==> config.mk <==
export PLATFORM = sky130hd
export DESIGN_NAME = fifo_rd_ctrl
export DESIGN_NICKNAME = d
export VERILOG_FILES = /design/src/rtl/fifo_rd_ctrl.sv
export SDC_FILE = /design/constraint.sdc
export NUM_CORES = 1
export LEC_CHECK = 0
export BUFFER_PORTS_ARGS = -buffer_cell sky130_fd_sc_hd__buf_4
export CAP_MARGIN = 20
export CORE_UTILIZATION = 55
export CTS_CLUSTER_SIZE = 14
export DETAILED_ROUTE_END_ITERATION = 10
export HOLD_SLACK_MARGIN = 0.05
export PLACE_DENSITY = 0.87
export SLEW_MARGIN = 40
export SYNTH_ARGS = -nofsm -noshare
export SYNTH_HDL_FRONTEND = slang
export SYNTH_SLANG_ARGS = --single-unit
==> constraint.sdc <==
create_clock -name rd_clk -period 7.3 [get_ports rd_clk]
set_input_delay 0 -clock rd_clk [delete_from_list [all_inputs] [get_ports rd_clk]]
set_output_delay 0 -clock rd_clk [all_outputs]
set_load 0.005 [all_outputs]
==> src/rtl/fifo_rd_ctrl.sv <==
// fifo_rd_ctrl: read-domain side of the async FIFO; syncs the Gray write pointer, fetches from BRAM into a 2-entry valid/ready buffer
module fifo_rd_ctrl #(
  parameter int WIDTH   = 8,
  parameter int PTR_LEN = 4
) (
  input  logic               rd_clk,
  input  logic               rd_rst_n,
  input  logic [PTR_LEN:0]   wr_ptr_gray,
  output logic [PTR_LEN:0]   rd_ptr_gray,
  output logic [PTR_LEN:0]   read_ptr,
  output logic               rd_en,
  input  logic [WIDTH-1:0]   bram_data,
  output logic [WIDTH-1:0]   m_data,
  output logic               m_valid,
  input  logic               m_ready,
  output logic               empty,
  output logic [PTR_LEN:0]   level
);
  logic [PTR_LEN:0] s1, s2, sync_wr_bin, rd_nxt;
  logic [WIDTH-1:0] head, tail;
  logic [1:0]       occ;
  logic [2:0]       pending;
  logic             inflight, pop;

  function automatic logic [PTR_LEN:0] gray2bin(logic [PTR_LEN:0] g);
    logic [PTR_LEN:0] b;
    b[PTR_LEN] = g[PTR_LEN];
    for (int i = PTR_LEN - 1; i >= 0; i--) b[i] = b[i+1] ^ g[i];
    return b;
  endfunction

  assign sync_wr_bin = gray2bin(s2);
  assign empty       = (s2 == rd_ptr_gray);
  assign level       = sync_wr_bin - read_ptr;
  assign m_data      = head;
  assign m_valid     = (occ != 2'd0);
  assign pop         = m_valid && m_ready;
  assign pending     = {1'b0, occ} + {2'b0, inflight} - {2'b0, pop};
  assign rd_en       = !empty && (pending < 3'd2);
  assign rd_nxt      = read_ptr + {{PTR_LEN{1'b0}}, 1'b1};

  always_ff @(posedge rd_clk or negedge rd_rst_n) begin
    if (!rd_rst_n) begin
      s1          <= '0;
      s2          <= '0;
      read_ptr    <= '0;
      rd_ptr_gray <= '0;
      inflight    <= 1'b0;
    end else begin
      s1       <= wr_ptr_gray;
      s2       <= s1;
      inflight <= rd_en;
      if (rd_en) begin
        read_ptr    <= rd_nxt;
        rd_ptr_gray <= rd_nxt ^ (rd_nxt >> 1);
      end
    end
  end

  // BRAM word is only present the cycle after rd_en, so it is captured unconditionally then
  always_ff @(posedge rd_clk or negedge rd_rst_n) begin
    if (!rd_rst_n) begin
      head <= '0;
      tail <= '0;
      occ  <= '0;
    end else begin
      if (pop) head <= tail;
      if (inflight) begin
        if (occ - 2'(pop) == 2'd0) head <= bram_data;
        else tail <= bram_data;
      end
      occ <= occ + 2'(inflight) - 2'(pop);
    end
  end
endmodule
==> Word-level counts from Yosys, hierarchy flattened <==
Cells that the tools add are included.
{ "word_totals": {"register_bits": 39, "output_inout_bits": 26} }
{ "op_classes": {"addsub": 7, "order_cmp": 1, "eq_ne": 1, "muxes": 3, "n_bitwise": 6, "n_reduce_logical": 6} }
{ "op_table": {"columns": ["op", "n"], "rows": [
  ["$mux W8", 3],
  ["$add A5 B1 Y5 const B", 1],
  ["$eq A5 B5 Y1", 1],
  ["$sub A5 B5 Y5", 1],
  ["$xor A5 B4 Y5", 1],
  ["$sub A2 B1 Y2", 2],
  ["$xor A1 B1 Y1", 4],
  ["$add A2 B1 Y3", 1],
  ["$lt A3 B2 Y1 const B", 1],
  ["$sub A3 B1 Y3", 1],
  ["$add A2 B1 Y2", 1],
  ["$logic_and A1 B1 Y1", 2],
  ["$logic_not A2 Y1", 1],
  ["$reduce_and A2 Y1", 1],
  ["$reduce_bool A2 Y1", 1],
  ["$logic_not A1 Y1", 1],
  ["$not A1 Y1", 1]
]} }

==> Depth between registers and ports, before layout <==
Gate-level depths: netlist of run 1.
{ "logic_depth": {"ltp_word": 6, "mapped_depth": 11, "mapped_depth_nobuf": 10} }

==> Worst setup path before layout of run 1 <==
No wires, ideal clock.
{ "synth_timing": {"kind": "register -> register", "from": "reg occ[1]", "to": "reg rd_ptr_gray[0]", "arrival_ns": 2.570, "path_slack_ns": 4.606, "path_stages_with_launch": 12, "path_buffers": 1, "synth_period_minus_slack_ns": 2.694, "cell_sequence": "dfrtp_1 or2_2 clkbuf_1 nand2_2 or2_2 nand2_1 ha_1 fa_1 xnor2_1 nor2_1 o21ai_2 mux2_2"} }
{ "synth_between": {"elab_chain_cells": 5} }
{ "synth_rtl": {"columns": ["item", "line", "text"], "rows": [
  ["from (decl)", "21", "logic [1:0] occ;"],
  ["from (signal assigned)", "72", "occ <= occ + 2'(inflight) - 2'(pop);"],
  ["$reduce_bool A2 Y1", "36", "assign m_valid = (occ != 2'd0);"],
  ["via m_valid", "14", "output logic m_valid,"],
  ["$logic_and A1 B1 Y1", "37", "assign pop = m_valid && m_ready;"],
  ["$sub A3 B1 Y3", "38", "assign pending = {1'b0, occ} + {2'b0, inflight} - {2'b0, pop};"],
  ["$lt A3 B2 Y1", "39", "assign rd_en = !empty && (pending < 3'd2);"],
  ["$logic_and A1 B1 Y1", "39", null],
  ["to (signal assigned)", "55", "rd_ptr_gray <= rd_nxt ^ (rd_nxt >> 1);"],
  ["to (decl)", "9", "output logic [PTR_LEN:0] rd_ptr_gray,"]
]} }
The timed path passes the listed nets, and every way through them passes these cells.
A chain may end at the register's enable or synchronous reset.

==> Worst setup path in the final report of run 1 <==
{ "layout_timing": {"from": "reg s2[4]", "to": "out level[4]"} }
{ "layout_between": {"elab_chain_cells": 5} }
{ "layout_rtl": {"columns": ["item", "line", "text"], "rows": [
  ["from (decl)", "19", "logic [PTR_LEN:0] s1, s2, sync_wr_bin, rd_nxt;"],
  ["from (signal assigned)", "45", "s2 <= '0;"],
  ["from (signal assigned)", "51", "s2 <= s1;"],
  ["$xor A1 B1 Y1 (4 in a row)", "28", "for (int i = PTR_LEN - 1; i >= 0; i--) b[i] = b[i+1] ^ g[i];"],
  ["$sub A5 B5 Y5 (*)", "34", "assign level = sync_wr_bin - read_ptr;"],
  ["to (decl)", "17", "output logic [PTR_LEN:0] level"]
]} }
Mark *: on every way between the ends. The rest lies on a longest branch, timed or not.

==> results of run 1 <==
-- per-stage QoR --
step	cells	utilization, %	instance area [µm²]	hold WS [ns]
final	247	77.66	2371	0.1326
after global routing	247	77.66	2371	0.1915
after CTS	247	77.66	2371	0.1472
after detailed placement	225	69.43	2120	-0.01473
after global placement	225	69.43	2120	-0.02160
after floorplan	143	-	1769	-0.2956
-- Yosys cell counts, types with 2 or more instances --
| library cell | instances | area, µm² |
|---|---|---|
| a21o_1 | 2 | 15.01 |
| a21oi_1 | 2 | 10.01 |
| clkbuf_1 | 2 | 7.510 |
| dfrtp_1 | 38 | 950.9 |
| fa_1 | 2 | 40.04 |
| ha_1 | 6 | 75.07 |
| inv_1 | 7 | 26.28 |
| mux2_2 | 13 | 146.4 |
| mux2i_1 | 8 | 80.08 |
| nand2_1 | 13 | 48.80 |
| nor2_1 | 2 | 7.510 |
| o211ai_1 | 2 | 15.01 |
| o21ai_0 | 9 | 45.04 |
| o21ai_2 | 2 | 17.52 |
| or2_2 | 2 | 12.51 |
| xnor2_1 | 16 | 140.1 |
| xor2_1 | 7 | 61.31 |
-- cell type report --
type | count | area [µm²]
sequential | 38 | 950.9
multi-input combinational | 94 | 772.0
fill | 195 | 681.9
timing repair buffer | 56 | 455.4
clock inverter | 2 | 60.06
tap | 44 | 55.05
clock buffer | 6 | 51.30
inverter | 7 | 26.28
-- flip-flops by register name, summed over array words and instances, names as in the netlist --
signal       cells
m_data           8
tail             8
s2               5
occ              2
read_ptr         4
rd_ptr_gray      5
inflight         1
s1               5
-- cell families (layout without fill, tap and decap cells) --
group	Yosys count	in the layout	synth area share [%]
compound gates	19	19	6.718
xor+xnor	23	23	11.39
buf+inv	11	71	2.617
flops	38	38	53.75
simple gates	23	23	6.225
mux	21	21	12.80
fa+ha+maj	8	8	6.506
-- final timing paths --
check                          from              to  slack [ns]  depth (start not counted)
min                        rd_rst_n     read_ptr[2]        0.13                          2
min reg2reg                   s1[3]           s2[3]        0.36                          0
max in group asynchronous  rd_rst_n           s2[0]        6.84                          2
min in group rd_clk         m_ready       m_data[5]        0.23                          4
max                           s2[4]        level[4]        4.20                         11
max reg2reg                  occ[1]  rd_ptr_gray[0]        4.37                         10
-- per-layer routing --
metal / track usage (%) / up-vias
li1: - / 596
met1: 27.98 / 628
met2: 38.10 / 30
met3: 3.736 / 4
met4: 13.27 / 0
met5: 0 / -
-- critical path, cell delays in order (launching register included) --
cell,delay (ns)
dfrtp_1,0.41
xor2_1,0.28
xor2_1,0.29
xor2_1,0.35
xnor2_1,0.17
ha_1,0.16
inv_1,0.06
fa_1,0.40
a21o_1,0.19
a21oi_1,0.18
xor2_1,0.16
buf_4,0.13
-- power by group through the flow --
stage / combinational (mW) / sequential [mW] / clock [mW]
after floorplan: 0.362 / 0.359 / 0
after global placement: 0.539 / 0.369 / 0
after detailed placement: 0.563 / 0.375 / 0
after CTS: 0.578 / 0.371 / 0.187
after global routing: 0.638 / 0.383 / 0.194
final: 0.576 / 0.374 / 0.184
==> flow_summary.yaml, run 1 <==
run_status:
  status: "finished, final reports clean"
detailed_routing:
  drc: 0
  first_pass_iters: 5
  routed-wl-met2_um: 1778
  route.antenna.remaining_nets: 0
  route.met3.wl_um: 94
  vias: 1258
  wl_per_cell_um: 14.00
  top_layer_used: "met4"
  wl_um: 3458
  vias_per_cell: 5.093
  drt-met1-wl_um: 1527
  drt_iter0_drc: 45
final_layout:
  area_growth_pct: 34.02
  diodes: 0
  final_common_cell: "buf_4"
  drive_gt1_share_pct: 33.50
  layout_common_cells: "42 x buf_4, 38 x dfrtp_1, 16 x xnor2_1"
  final_nets: 226
placed_design:
  gp_congestion: 0.7972
  portBuffers: 41
  post-dp-hpwl_um: 2344
  post-place-ws_ns: 4.475
critical_path:
  crit_fanout: 3
  end_kind: "output pin"
  worstPathArrival_ns: 3.10
  startpoint_type: "register"
  critical_path_class: "reg2out"
  worst_ep_required_time_ns: 7.30
timing:
  period_minus_slack_ns: 3.102
  slew_headroom_pct: 64.03
  finalCritPeriodShare_pct: 42.50
  drv_slew: 0
  hold_violations: 0
  fin_worst_skew_ns: 0.007824
  worst_pin_slew_ns: 0.5377
  timing.final.ws_setup_ns: 4.198
  fin_tns_setup_ns: 0
  max_freq_mhz: 322.3
  setup-violations-final: 0
  rsz0062_at_grt: "no"
yosys:
  synth_area_um2: 1769
  yosysSeqAreaShare_pct: 53.75
  syn_nets: 167
  ys_warn_count: 0
  ys_ff_latch: 38
  synth_top_flop_cell: "dfrtp_1"
  synth_edf_count: 0
  ys_types: 27
  ys_async_sr_fraction_pct: 100.0
  netlist_instances: 143
  avgSynthCellArea_um2: 12.37
die:
  die-height_um: 58.72
  io-pin-count: 42
  fp-row-count: 20
  die_w_um: 58.72
  start_util_pct: 57.95
  dieArea_um2: 3447
  coreArea_um2: 3053
grt:
  gr-total-overflow: 0
  grt_pass1_wl_um: 5658
  track_usage_pct: 22.74
  grt_max_degree: 39
  grt_pass1_vias: 1273
  grt_antenna_before_repair: 0
cts:
  cts_max_level: 2
  path_clk_slew_ns: 0.11
  cts.sinks: 38
  cts_buffer_depth: 2
  worstSkewPairLatency_ns: 0.33
  cts_tree: "yes"
  cts_setup_buffers: 0
  post_cts_resized: 0
  cts-buffers-inserted: 5
  holdBufCountCts: 14
  ctsRootBufferMaster: "clkbuf_4"
power:
  internal_power_mw: 0.7380
  p_seq_share_pct: 33.0
  leakage_nw: 1.124
  p_sw_share_pct: 34.96
  vdd_ir_drop_max_mv: 0.2544
  total_power_mw: 1.135
  clockPowerShare_pct: 16.2
  pwr-share-comb_pct: 50.8
  p_switching_mw: 0.3968
  p_per_area_nw_per_um2: 478.6
worst_hold_path:
  hold_class: "in2async"
flow_run:
  cap_violations: 0
No activity file was read; power rests on OpenSTA's default activity.
==> inputs of run 2 (changes only) <==
--- a/config.mk
+++ b/config.mk
@@ -7,11 +7,11 @@
 export LEC_CHECK = 0
 export BUFFER_PORTS_ARGS = -buffer_cell sky130_fd_sc_hd__buf_4
 export CAP_MARGIN = 20
-export CORE_UTILIZATION = 55
+export CORE_UTILIZATION = 52
 export CTS_CLUSTER_SIZE = 14
 export DETAILED_ROUTE_END_ITERATION = 10
 export HOLD_SLACK_MARGIN = 0.05
-export PLACE_DENSITY = 0.87
+export PLACE_DENSITY = 0.83
 export SLEW_MARGIN = 40
 export SYNTH_ARGS = -nofsm -noshare
 export SYNTH_HDL_FRONTEND = slang
==> constraint.sdc (replaced) <==
create_clock -name rd_clk -period 3.3 [get_ports rd_clk]
set_input_delay 0 -clock rd_clk [delete_from_list [all_inputs] [get_ports rd_clk]]
set_output_delay 0 -clock rd_clk [all_outputs]
set_load 0.005 [all_outputs]
==> run 2 against run 1 <==
Compared with the run above: non-clock buffer count unchanged; sequential power grew 120%; final cell count unchanged; critical endpoint unchanged; largest power group unchanged.
==> flow_summary.yaml, run 2 (synthesis gave the netlist of run 1 again) <==
grt:
  gr-total-overflow: 0
  grt_pass1_wl_um: 6141
  track_usage_pct: 23.53
  grt_antenna_before_repair: 0
  grt_pass1_vias: 1330
  grt_max_degree: 39
detailed_routing:
  wl_um: 3578
  vias: 1289
  route.antenna.remaining_nets: 0
  wl_per_cell_um: 14.49
  drt_iter0_drc: 74
  first_pass_iters: 4
  vias_per_cell: 5.219
  drc: 0
placed_design:
  gp_congestion: 0.8133
  post-dp-hpwl_um: 2509
  portBuffers: 41
worst_hold_path:
  hold_class: "in2async"
timing:
  hold_violations: 0
  fin_tns_setup_ns: 0
  finalCritPeriodShare_pct: 93.08
  rsz0062_at_grt: "no"
  hold_slack_ns: 0.1467
  drv_slew: 0
  period_minus_slack_ns: 3.072
  worst_pin_slew_ns: 0.5319
  max_freq_mhz: 325.5
  fin_worst_skew_ns: 0.01891
  slew_headroom_pct: 64.42
  setup-violations-final: 0
critical_path:
  cpMaxStageDelayCell: "dfrtp_1"
  startpoint_type: "register"
  rr_endpoint: "rd_ptr_gray[3]"
  reg2reg_slack_ns: 0.43
  reg2reg_from: "occ[1]"
  worst_ep_required_time_ns: 3.30
  worstPathArrival_ns: 3.07
  critical_path_class: "reg2out"
  cpPeakStageDelay_ns: 0.43
  r2r_cells: 10
  crit_fanout: 3
  cp_cell_sequence: "xor2_1 > xor2_1 > xor2_2 > xnor2_1 > ha_1 > inv_1 > fa_1 > a21o_1 > a21oi_1 > xor2_1 > buf_4"
  end_kind: "output pin"
  worst_path_most_repeated_cell: "xor2_1"
cts:
  cts_tree: "yes"
  cts_setup_buffers: 0
  worstSkewPairLatency_ns: 0.34
  cts.sinks: 38
  ctsRootBufferMaster: "clkbuf_4"
  cts_buffer_depth: 2
  path_clk_slew_ns: 0.13
  cts-buffers-inserted: 5
  cts_max_level: 2
die:
  die_w_um: 60.33
  io-pin-count: 42
  coreArea_um2: 3128
  die-height_um: 60.33
  start_util_pct: 56.56
  fp-row-count: 20
  dieArea_um2: 3640
final_layout:
  area_growth_pct: 34.16
  final_nets: 226
  diodes: 0
  drive_gt1_share_pct: 33.99
  layout_common_cells: "42 x buf_4, 38 x dfrtp_1, 16 x xnor2_1"
  final_common_cell: "buf_4"
  fillers: 202
power:
  vdd_ir_drop_max_mv: 0.5331
  p_per_area_nw_per_um2: 1059
  leakage_nw: 1.122
run_status:
  status: "finished, final reports clean"
flow_run:
  cap_violations: 0
==> run 2: how the worst max path moves through the flow <==
stage | from | end | depth (start not counted)
final | s2[4] | level[4] | 11
after global placement | occ[1] | rd_ptr_gray[3] | 10
after global routing | s2[4] | level[4] | 11
after CTS | s2[4] | level[4] | 11
after floorplan | occ[1] | rd_ptr_gray[0] | 11
after detailed placement | occ[1] | rd_ptr_gray[3] | 10
==> run 2: per-stage QoR <==
stage / setup slack (ns) / std cells / cell area [µm²] / total power, mW / utilization, %
after CTS: 0.1639 / 247 / 2366 / 2.523 / 75.64
after detailed placement: 0.4752 / 225 / 2120 / 2.098 / 67.76
after global routing: 0.02330 / 247 / 2374 / 2.709 / 75.88
final: 0.2282 / 247 / 2374 / 2.514 / 75.88
after floorplan: 0.6057 / 143 / 1769 / 1.595 / -
after global placement: 0.5857 / 225 / 2120 / 2.019 / 67.76
==> run 2: routing by layer <==
layer	global-route usage, %	vias to the layer above	share of wire [%]
li1	-	599	-
met1	29.99	639	41
met2	37.36	40	52
met3	5.970	11	4.2
met4	11.96	0	2.7
met5	0	-	0
==> run 2: repair_timing <==
item,in CTS,in global routing
resized for setup,0,1
hold endpoints to repair,59,0
setup endpoints to repair,0,1
hold buffers,14,0
==> run 2: area by class of cell <==
class | instances | area [µm²] | area share, %
timing repair buffer | 56 | 455.4 | 19.19
multi-input combinational | 94 | 779.5 | 32.84
sequential | 38 | 950.9 | 40.06
inverter | 7 | 26.28 | 1.107
clock buffer | 5 | 37.54 | 1.581
clock inverter | 3 | 68.82 | 2.899
tap | 44 | 55.05 | 2.319
==> run 2: critical path, delay by kind of cell (launching register included) <==
kind	cells	cell delay [ns]
buffers and inverters	2	0.19
xor gates and xnor gates	5	1.19
AOI/OAI and AO/OA	2	0.39
DFF	1	0.43
adders and majority gates	2	0.57
==> run 2: report_power, final <==
part / switching, mW / internal [mW]
combinational: 0.573 / 0.718
sequential: 0.174 / 0.657
clock: 0.155 / 0.237
==> inputs of run 3 (changes only) <==
--- a/config.mk
+++ b/config.mk
@@ -5,7 +5,7 @@
 export SDC_FILE = /design/constraint.sdc
 export NUM_CORES = 1
 export LEC_CHECK = 0
-export BUFFER_PORTS_ARGS = -buffer_cell sky130_fd_sc_hd__buf_4
+export BUFFER_PORTS_ARGS = -buffer_cell sky130_fd_sc_hd__buf_2
 export CAP_MARGIN = 20
 export CORE_UTILIZATION = 52
 export CTS_CLUSTER_SIZE = 14
==> run 3 against run 2 <==
Compared with the run above: maximum frequency decreased by 0.46%; global-route usage decreased by 2.5 points; first-iteration DRC count decreased by 2.7%; via count decreased by 2.4%; die area unchanged; largest cell class unchanged.
==> flow_summary.yaml, run 3 (synthesis gave the netlist of run 1 again) <==
run_status:
  status: "finished, final reports clean"
timing:
  period_minus_slack_ns: 3.086
  finalCritPeriodShare_pct: 93.51
  drv_slew: 0
  fin_tns_setup_ns: 0
  setup-violations-final: 0
  max_freq_mhz: 324.0
  hold_violations: 0
  slew_headroom_pct: 66.93
  worst_pin_slew_ns: 0.4944
  fin_worst_skew_ns: 0.005317
  rsz0062_at_grt: "no"
detailed_routing:
  wl_per_cell_um: 13.83
  vias_per_cell: 5.093
  wl_um: 3416
  drc: 0
  vias: 1258
  drt_iter0_drc: 72
  first_pass_iters: 4
  route.antenna.remaining_nets: 0
cts:
  cts_max_level: 2
  worstSkewPairLatency_ns: 0.33
  cts.sinks: 38
  cts_tree: "yes"
  cts-buffers-inserted: 5
  ctsRootBufferMaster: "clkbuf_4"
  cts_buffer_depth: 2
  path_clk_slew_ns: 0.11
critical_path:
  startpoint_type: "register"
  end_kind: "output pin"
  reg2reg_from: "occ[1]"
  reg2reg_slack_ns: 0.41
  cp_cell_sequence: "xor2_1 > xor2_1 > xor2_2 > xnor2_1 > ha_1 > inv_1 > fa_1 > a21o_1 > a21oi_1 > xor2_1 > buf_2"
  critical_path_class: "reg2out"
  cpMaxStageDelayCell: "dfrtp_1"
  path_buf_inv: 2
  r2r_cells: 10
  worstPathArrival_ns: 3.09
  crit_fanout: 3
  crit_family: "XOR/XNOR gates"
  worst_ep_required_time_ns: 3.30
  cp.depth: 11
  cpPeakStageDelay_ns: 0.44
  rr_endpoint: "rd_ptr_gray[3]"
  worst_path_most_repeated_cell: "xor2_1"
die:
  start_util_pct: 56.56
  coreArea_um2: 3128
  die-height_um: 60.33
  dieArea_um2: 3640
  io-pin-count: 42
  die_w_um: 60.33
  fp-row-count: 20
final_layout:
  final_common_cell: "buf_2"
  drive_gt1_share_pct: 33.99
  final_nets: 226
  area_growth_pct: 26.87
  fin_util_pct: 71.76
  fillers: 209
  stdcell_area_um2: 2245
  layout_common_cells: "40 x buf_2, 38 x dfrtp_1, 16 x xnor2_1"
  diodes: 0
  multi_input_area_um2: 779.5
  final_cells: 247
  seq_area_um2: 950.9
grt:
  grt_pass1_vias: 1273
  track_usage_pct: 21.02
  grt_max_degree: 39
  grt_pass1_wl_um: 5506
  gr-total-overflow: 0
  grt_antenna_before_repair: 0
power:
  leakage_nw: 1.081
  total_power_mw: 2.290
  vdd_ir_drop_max_mv: 0.5511
  p_per_area_nw_per_um2: 1020
placed_design:
  placed_cells: 225
  gp_congestion: 0.7780
  portBuffers: 41
  post-dp-hpwl_um: 2438
  placed_cell_area_um2: 2017
flow_run:
  cap_violations: 0
worst_hold_path:
  hold_class: "in2async"
## run 3: cell count changes in the layout (fill, tap and decap cells not counted), sizes merged
cell / before / now
clkinv: 1 / 2
bufinv: 2 / 1
## run 3: how the worst max path moves through the flow
stage | slack, ns | startpoint | end
after floorplan | 0.61 | occ[1] | rd_ptr_gray[0]
after global placement | 0.59 | occ[1] | rd_ptr_gray[3]
after detailed placement | 0.45 | occ[1] | rd_ptr_gray[1]
after CTS | 0.12 | s2[4] | level[4]
after global routing | 0.009 | s2[4] | level[4]
final | 0.21 | s2[4] | level[4]
## run 3: worst reg2reg max path: cells and delay by family, from the launching register on
family,cells,cell delay (ns)
and+or+nand+nor,5,0.96
adders and majority gates,2,0.58
DFF,1,0.45
AOI/OAI and AO/OA,1,0.18
xor gates and xnor gates,1,0.22
muxes,1,0.39
## run 3: layout make-up
type                    count  area share [%]
flip-flops and latches     38           42.36
multi-input cells          94           34.73
repair buffers             56           15.83
well taps                  44           2.453
clock inverters             3           1.784
clock buffers               5           1.672
inverters                   7           1.171
## run 3: stage by stage
stage               setup WS (ns)  hold WS (ns)
global placement           0.5943        0.1083
floorplan                  0.6057       -0.2956
detailed placement         0.4482        0.1093
global route             0.009463        0.1877
CTS                        0.1189        0.2411
finish                     0.2140        0.1550
## run 3: routing by layer
layer / vias to the layer above / GRT usage, % / share of wire, %
li1: 598 / - / -
met1: 625 / 25.04 / 43
met2: 31 / 35.64 / 53
met3: 4 / 6.610 / 3.8
met4: 0 / 7.973 / 0.73
met5: - / 0 / 0
## run 3: where the power goes
part           switching (mW)  total [mW]  internal (mW)
logic                   0.558        1.17          0.609
registers               0.165       0.823          0.658
clock network           0.143       0.300          0.157
total                   0.866        2.29           1.42
## run 3: what timing repair did
| action | 4_1_cts | 5_1_grt |
|---|---|---|
| setup buffers | 0 | 0 |
| endpoints found under the setup margin | 0 | 1 |
| hold buffers | 14 | 0 |
| hold endpoints to repair | 59 | 0 |
| resized for setup | 0 | 1 |
